## config.mk

```make
export PLATFORM = sky130hd
export DESIGN_NAME = deci_bcd_accum
export DESIGN_NICKNAME = d
export VERILOG_FILES = /design/src/rtl/deci_bcd_pkg.sv /design/src/rtl/dec_onehot_enc.sv /design/src/rtl/deci_bcd_accum.sv
export SDC_FILE = /design/constraint.sdc
export NUM_CORES = 1
export LEC_CHECK = 0
export ABC_AREA = 1
export CAP_MARGIN = 15
export CORE_UTILIZATION = 54
export CTS_BUF_LIST = sky130_fd_sc_hd__clkbuf_4 sky130_fd_sc_hd__clkbuf_8
export CTS_CLUSTER_DIAMETER = 120
export CTS_CLUSTER_SIZE = 14
export DETAILED_ROUTE_END_ITERATION = 10
export GPL_ROUTABILITY_DRIVEN = 1
export GPL_TIMING_DRIVEN = 0
export PLACE_DENSITY = 0.82
export SETUP_SLACK_MARGIN = 0.3
export SYNTH_ARGS = -nofsm -noshare
export SYNTH_HDL_FRONTEND = slang
export SYNTH_HIERARCHICAL = 1
export SYNTH_SLANG_ARGS = --single-unit
```

## constraint.sdc

```tcl
create_clock -name clk -period 1.6 [get_ports clk]
set_input_delay 0.32 -clock clk [delete_from_list [all_inputs] [get_ports clk]]
set_output_delay 0.32 -clock clk [all_outputs]
set_load 0.05 [all_outputs]
```

## src/rtl/deci_bcd_pkg.sv

```systemverilog
// Shared constants and types for the decimal BCD key accumulator.
//   DIGIT_W            : bits per BCD digit
//   KEY_W              : width of the one-hot decimal key
//   DEFAULT_NUM_DIGITS : default accumulator depth in digits
//   state_e            : top-level FSM states
package deci_bcd_pkg;

  localparam int unsigned DIGIT_W            = 4;
  localparam int unsigned KEY_W              = 10;
  localparam int unsigned DEFAULT_NUM_DIGITS = 4;

  typedef enum logic {
    ACCUM   = 1'b0,
    PRESENT = 1'b1
  } state_e;

endpackage : deci_bcd_pkg

```

## src/rtl/dec_onehot_enc.sv

```systemverilog
// Combinational decimal key decoder.
//   key_in [KEY_W-1:0]  : bit i set means digit i
//   digit  [DIGIT_W-1:0]: decoded digit (highest set index)
//   valid               : digit is usable under PRIORITY_MODE
//   multi               : more than one key bit is set
// PRIORITY_MODE=0 rejects multi-hot keys; PRIORITY_MODE=1 lets the highest index win.
module dec_onehot_enc
  import deci_bcd_pkg::*;
#(
  parameter int unsigned PRIORITY_MODE = 0
) (
  input  logic [KEY_W-1:0]   key_in,
  output logic [DIGIT_W-1:0] digit,
  output logic               valid,
  output logic               multi
);

  logic [3:0] w_ones;

  // Popcount and highest-set-index scan in one pass; later bits overwrite earlier ones.
  always_comb begin
    w_ones = '0;
    digit  = '0;
    for (int unsigned i = 0; i < KEY_W; i++) begin
      if (key_in[i]) begin
        w_ones = w_ones + 4'd1;
        digit  = DIGIT_W'(i);
      end
    end
  end

  always_comb begin
    multi = (w_ones > 4'd1);
    valid = (w_ones == 4'd1) || (multi && (PRIORITY_MODE == 1));
  end

endmodule : dec_onehot_enc

```

## src/rtl/deci_bcd_accum.sv

```systemverilog
// Decimal keypad accumulator: shifts BCD digits in from a one-hot key, commits
// the number on enter and holds it until the consumer accepts it.
//   clk, rst_n            : clock, asynchronous active-low reset
//   key_in/key_valid      : decimal key offer; key_ready says it is taken this cycle
//   enter                 : commit strobe
//   clear                 : synchronous flush, highest priority
//   acc_bcd/acc_count     : live accumulator (LSD in [3:0]) and its digit count
//   out_bcd/out_count     : committed result; out_valid/out_ready handshake
//   err                   : one-cycle pulse when an invalid key was dropped
//   ovf                   : sticky, a digit was dropped because the accumulator was full
module deci_bcd_accum
  import deci_bcd_pkg::*;
#(
  parameter int unsigned NUM_DIGITS    = DEFAULT_NUM_DIGITS,
  parameter int unsigned PRIORITY_MODE = 0
) (
  input  logic                              clk,
  input  logic                              rst_n,
  input  logic [KEY_W-1:0]                  key_in,
  input  logic                              key_valid,
  output logic                              key_ready,
  input  logic                              enter,
  input  logic                              clear,
  output logic [DIGIT_W*NUM_DIGITS-1:0]     acc_bcd,
  output logic [$clog2(NUM_DIGITS+1)-1:0]   acc_count,
  output logic [DIGIT_W*NUM_DIGITS-1:0]     out_bcd,
  output logic [$clog2(NUM_DIGITS+1)-1:0]   out_count,
  output logic                              out_valid,
  input  logic                              out_ready,
  output logic                              err,
  output logic                              ovf
);

  localparam int unsigned ACC_W = DIGIT_W * NUM_DIGITS;
  localparam int unsigned CNT_W = $clog2(NUM_DIGITS + 1);

  state_e             r_state;
  state_e             w_state_nxt;
  logic [ACC_W-1:0]   r_acc;
  logic [CNT_W-1:0]   r_cnt;
  logic [ACC_W-1:0]   r_out_bcd;
  logic [CNT_W-1:0]   r_out_cnt;
  logic               r_out_valid;
  logic               r_err;
  logic               r_ovf;

  logic [DIGIT_W-1:0] w_digit;
  logic               w_dig_valid;
  logic               w_multi;
  logic               w_key_ok;
  logic               w_accept;
  logic               w_commit;
  logic               w_release;

  dec_onehot_enc #(
    .PRIORITY_MODE (PRIORITY_MODE)
  ) u_dec (
    .key_in (key_in),
    .digit  (w_digit),
    .valid  (w_dig_valid),
    .multi  (w_multi)
  );

  // A multi-hot key is only usable when priority resolution is enabled.
  assign w_key_ok  = w_dig_valid && ((PRIORITY_MODE == 1) || !w_multi);
  assign w_accept  = key_valid && key_ready;
  assign w_commit  = (r_state == ACCUM) && enter && !clear;
  assign w_release = (r_state == PRESENT) && r_out_valid && out_ready && !clear;

  // State register.
  always_ff @(posedge clk or negedge rst_n) begin
    if (!rst_n) r_state <= ACCUM;
    else        r_state <= w_state_nxt;
  end

  // Next-state logic; clear overrides everything.
  always_comb begin
    w_state_nxt = r_state;
    if (clear) begin
      w_state_nxt = ACCUM;
    end else begin
      unique case (r_state)
        ACCUM:   if (enter)                      w_state_nxt = PRESENT;
        PRESENT: if (r_out_valid && out_ready)   w_state_nxt = ACCUM;
        default:                                 w_state_nxt = ACCUM;
      endcase
    end
  end

  // Combinational handshake output.
  always_comb begin
    key_ready = (r_state == ACCUM) && !enter && !clear;
  end

  // Accumulator, committed result and status flags.
  always_ff @(posedge clk or negedge rst_n) begin
    if (!rst_n) begin
      r_acc       <= '0;
      r_cnt       <= '0;
      r_out_bcd   <= '0;
      r_out_cnt   <= '0;
      r_out_valid <= 1'b0;
      r_err       <= 1'b0;
      r_ovf       <= 1'b0;
    end else begin
      r_err <= 1'b0;
      if (clear) begin
        r_acc       <= '0;
        r_cnt       <= '0;
        r_out_valid <= 1'b0;
        r_ovf       <= 1'b0;
      end else if (w_commit) begin
        r_out_bcd   <= r_acc;
        r_out_cnt   <= r_cnt;
        r_out_valid <= 1'b1;
        r_acc       <= '0;
        r_cnt       <= '0;
      end else begin
        if (w_accept) begin
          if (!w_key_ok) begin
            r_err <= 1'b1;
          end else if (r_cnt < CNT_W'(NUM_DIGITS)) begin
            // Shift form also covers NUM_DIGITS=1 where a slice would be empty.
            r_acc <= (r_acc << DIGIT_W) | ACC_W'(w_digit);
            r_cnt <= r_cnt + CNT_W'(1);
          end else begin
            r_ovf <= 1'b1;
          end
        end
        if (w_release) r_out_valid <= 1'b0;
      end
    end
  end

  assign acc_bcd   = r_acc;
  assign acc_count = r_cnt;
  assign out_bcd   = r_out_bcd;
  assign out_count = r_out_cnt;
  assign out_valid = r_out_valid;
  assign err       = r_err;
  assign ovf       = r_ovf;

endmodule : deci_bcd_accum

```

==> impl_metrics.env <==
export IMPL_synth_top_area_cell="dfrtp_1"
export IMPL_syn_nets=421
export IMPL_worstSetupStartpointType="input pin"
export IMPL_dieHeight_microns=77.5
export IMPL_portBuffers=55
export IMPL_synth_top_area_share=0.341
export IMPL_drt_iter0_drc=191
export IMPL_path_max_fanout=6
export IMPL_grt_ovfl_total=0
export IMPL_max_freq_mhz=224
export IMPL_synth_cell_types=34
export IMPL_synth_area_sq_mm=0.00308
export IMPL_ant_nets=0
export IMPL_busiest_layer="met2"
export IMPL_syn_area_per_cell_sq_um=7.81
export IMPL_finalCritPeriodShare=2.79
export IMPL_crit_type="input pin to register"
export IMPL_synth_common_cells="nand2_1 (124), nand3_1 (52), dfrtp_1 (42)"
export IMPL_clk_pin_slew_ps=90
export IMPL_power_density_mw_per_mm2=723
export IMPL_synthCells=394
export IMPL_antenna_found_initial=0
export IMPL_cp_data_required_time_ps=1840
export IMPL_slew_limit_headroom=0.377
export IMPL_grt_met1_usage=0.347
export IMPL_arrival_ps=4700
export IMPL_dr_pass1_iters=4
export IMPL_ys_top_cells_by_area="dfrtp_1 (34%), nand2_1 (15%), nand3_1 (8.5%), mux2_1 (5.5%), nand3_2 (5.2%)"
export IMPL_grt_pass1_wl_microns=13200
export IMPL_tns_ps=-58840
export IMPL_cts_tree="built"
export IMPL_cts_root_buf="clkbuf_8"
export IMPL_use_met3=0.0588
export IMPL_violations="negative setup slack"
export IMPL_avgRoutedWirePerCell_microns=14.8
export IMPL_via_per_inst=5.34
export IMPL_fillCellCount=360
export IMPL_cts_sinks=42
export IMPL_async_reset_ff_frac=1.00
export IMPL_nets=509
export IMPL_setup_viol=21
export IMPL_fp_row_count=27
export IMPL_critPathMaxStageDelay_ps=260
export IMPL_place_gp_congestion=0.810
export IMPL_clk_path_buf_depth=2
export IMPL_setup_ws_ps=-2860
export IMPL_placed_cells=521
export IMPL_cts_made_buffers=5
export IMPL_yosys_warnings=6
export IMPL_worst_slew_pin_slew_ps=935
export IMPL_core_sq_mm=0.00551
export IMPL_fin_util=0.780
export IMPL_cpMostUsedCell="nand2_2"
export IMPL_status="complete, but fails checks"
export IMPL_final_layout_size_suffix_gt1_frac=0.472
export IMPL_met2_usage=0.473
export IMPL_synth_most_common_cell="nand2_1"
export IMPL_area_growth_syn_to_layout_pct=39.6
export IMPL_leakage_nw=2.40
export IMPL_finalCriticalPeriod_ps=4460
export IMPL_remaining_drc_errors=0
export IMPL_cpMaxStageDelayCell="ha_4"
export IMPL_ys_ff_latch=42
export IMPL_rsz0062_at_grt="yes"
export IMPL_num_vias=2961
export IMPL_grt_max_degree=43
export IMPL_hp_class="input pin to asynchronous set/reset pin"
export IMPL_synth_edf_count=0
export IMPL_grt_pass1_vias=2861
export IMPL_die_area_sq_mm=0.00601
export IMPL_initial_utilization=0.559
export IMPL_maxCapViolCount=0
export IMPL_ir_drop_v=0.000575
export IMPL_drv_slew=0
export IMPL_diodes=0
export IMPL_htree_levels=2
export IMPL_clkLatencyLatePin_ps=310
export IMPL_hpwlAfterDp_microns=5170
export IMPL_wirelength_microns=8220
export IMPL_power_w=0.00311
export IMPL_die_x_microns=77.5
export IMPL_final_cell_count_no_fill=555
export IMPL_cp_end_kind="register"
export IMPL_finClkSkew_ps=12.4
export IMPL_ioPinCount=58
export IMPL_yosys_most_used_dff="dfrtp_1"
export IMPL_yosysSeqAreaShare=0.341
export IMPL_hold_viol=0
export IMPL_globalRouteTotalUtil=0.277
what timing repair did:
item,in CTS,in global routing
pin swaps,21,12
hold buffers,0,0
setup endpoints to repair,83,49
cloned,3,1
resized for setup,277,56
buffers inserted,13,9
stage by stage:
stage	hold slack (ps)	cell area, sq um	setup slack, ps
global route	216	4300	-3080
detailed placement	481	3850	-3780
finish	145	4300	-2860
CTS	176	4080	-2760
global placement	473	3850	-3710
floorplan	24.4	3210	-2730
power breakdown:
part           internal [W]  switching, W  total [W]
Sequential          0.00108     0.0000144    0.00109
Combinational      0.000459      0.000675    0.00113
Clock              0.000501      0.000381   0.000882
sequential cells by signal, summed over array words and instances (netlist names):
register,cells
err,1
acc_bcd,16
out_bcd,16
out_count,3
ovf,1
acc_count,3
r_state,1
out_valid,1
logic make-up after synthesis:
family / share of synthesized area
and+or+nand+nor: 0.422
buffers and inverters: 0.0833
DFF: 0.341
muxes: 0.0622
AOI/OAI and AO/OA: 0.0260
adders and majority gates: 0.0447
xor gates and xnor gates: 0.0199
worst max-delay path, delay by kind of cell:
kind / cells / cell delay (ps)
buffers and inverters: 8 / 520
adders and majority gates: 5 / 1040
and+or+nand+nor: 28 / 2780
layout make-up:
| class | instances | area [sq um] | share of cell area |
|---|---|---|---|
| clock buffer | 7 | 83.8 | 0.0195 |
| tap | 72 | 90.1 | 0.0210 |
| inverter | 46 | 203 | 0.0472 |
| timing repair buffer | 81 | 659 | 0.154 |
| multi-input combinational | 295 | 2070 | 0.481 |
| buffer | 11 | 111 | 0.0259 |
| sequential | 42 | 1050 | 0.245 |
| clock inverter | 1 | 30.0 | 0.00699 |
metal layers:
| metal | up-vias | routed length, microns |
|---|---|---|
| li1 | 1437 | - |
| met1 | 1426 | 3510 |
| met2 | 80 | 4240 |
| met3 | 18 | 326 |
| met4 | 0 | 155 |
| met5 | - | 0 |
layout by cell type, fill, tap and decap left out, types with 3 or more instances in the layout:
master,n
nand3_1,41
nor2_4,3
inv_2,15
buf_4,32
nand2_1,102
clkdlybuf4s50_1,8
nand2_4,15
buf_8,3
nand2_2,37
buf_2,26
ha_1,6
dfrtp_1,41
o21ai_0,4
or2_4,3
a21oi_1,4
nand3_2,26
ha_4,5
mux2_4,14
nand3_4,3
clkbuf_4,6
buf_6,11
inv_1,27
mux2_2,3
clkbuf_8,5
nor2_1,9
nor2_2,4
final timing paths:
kind | start | end | slack (ps) | cells after the start
max | key_in[1] | acc_bcd[11]$_DFFE_PN0P_ | -2860 | 41
min | rst_n | acc_bcd[15]$_DFFE_PN0P_ | 150 | 1
max reg2reg | r_state$_DFF_PN0_ | acc_bcd[11]$_DFFE_PN0P_ | 40 | 8
min reg2reg | out_count[2]$_DFFE_PN0P_ | out_count[2]$_DFFE_PN0P_ | 500 | 2
max in group asynchronous | rst_n | r_state$_DFF_PN0_ | 830 | 1
min in group clk | out_count[2]$_DFFE_PN0P_ | out_count[2]$_DFFE_PN0P_ | 500 | 2
Power figures use the tool's default switching activity.
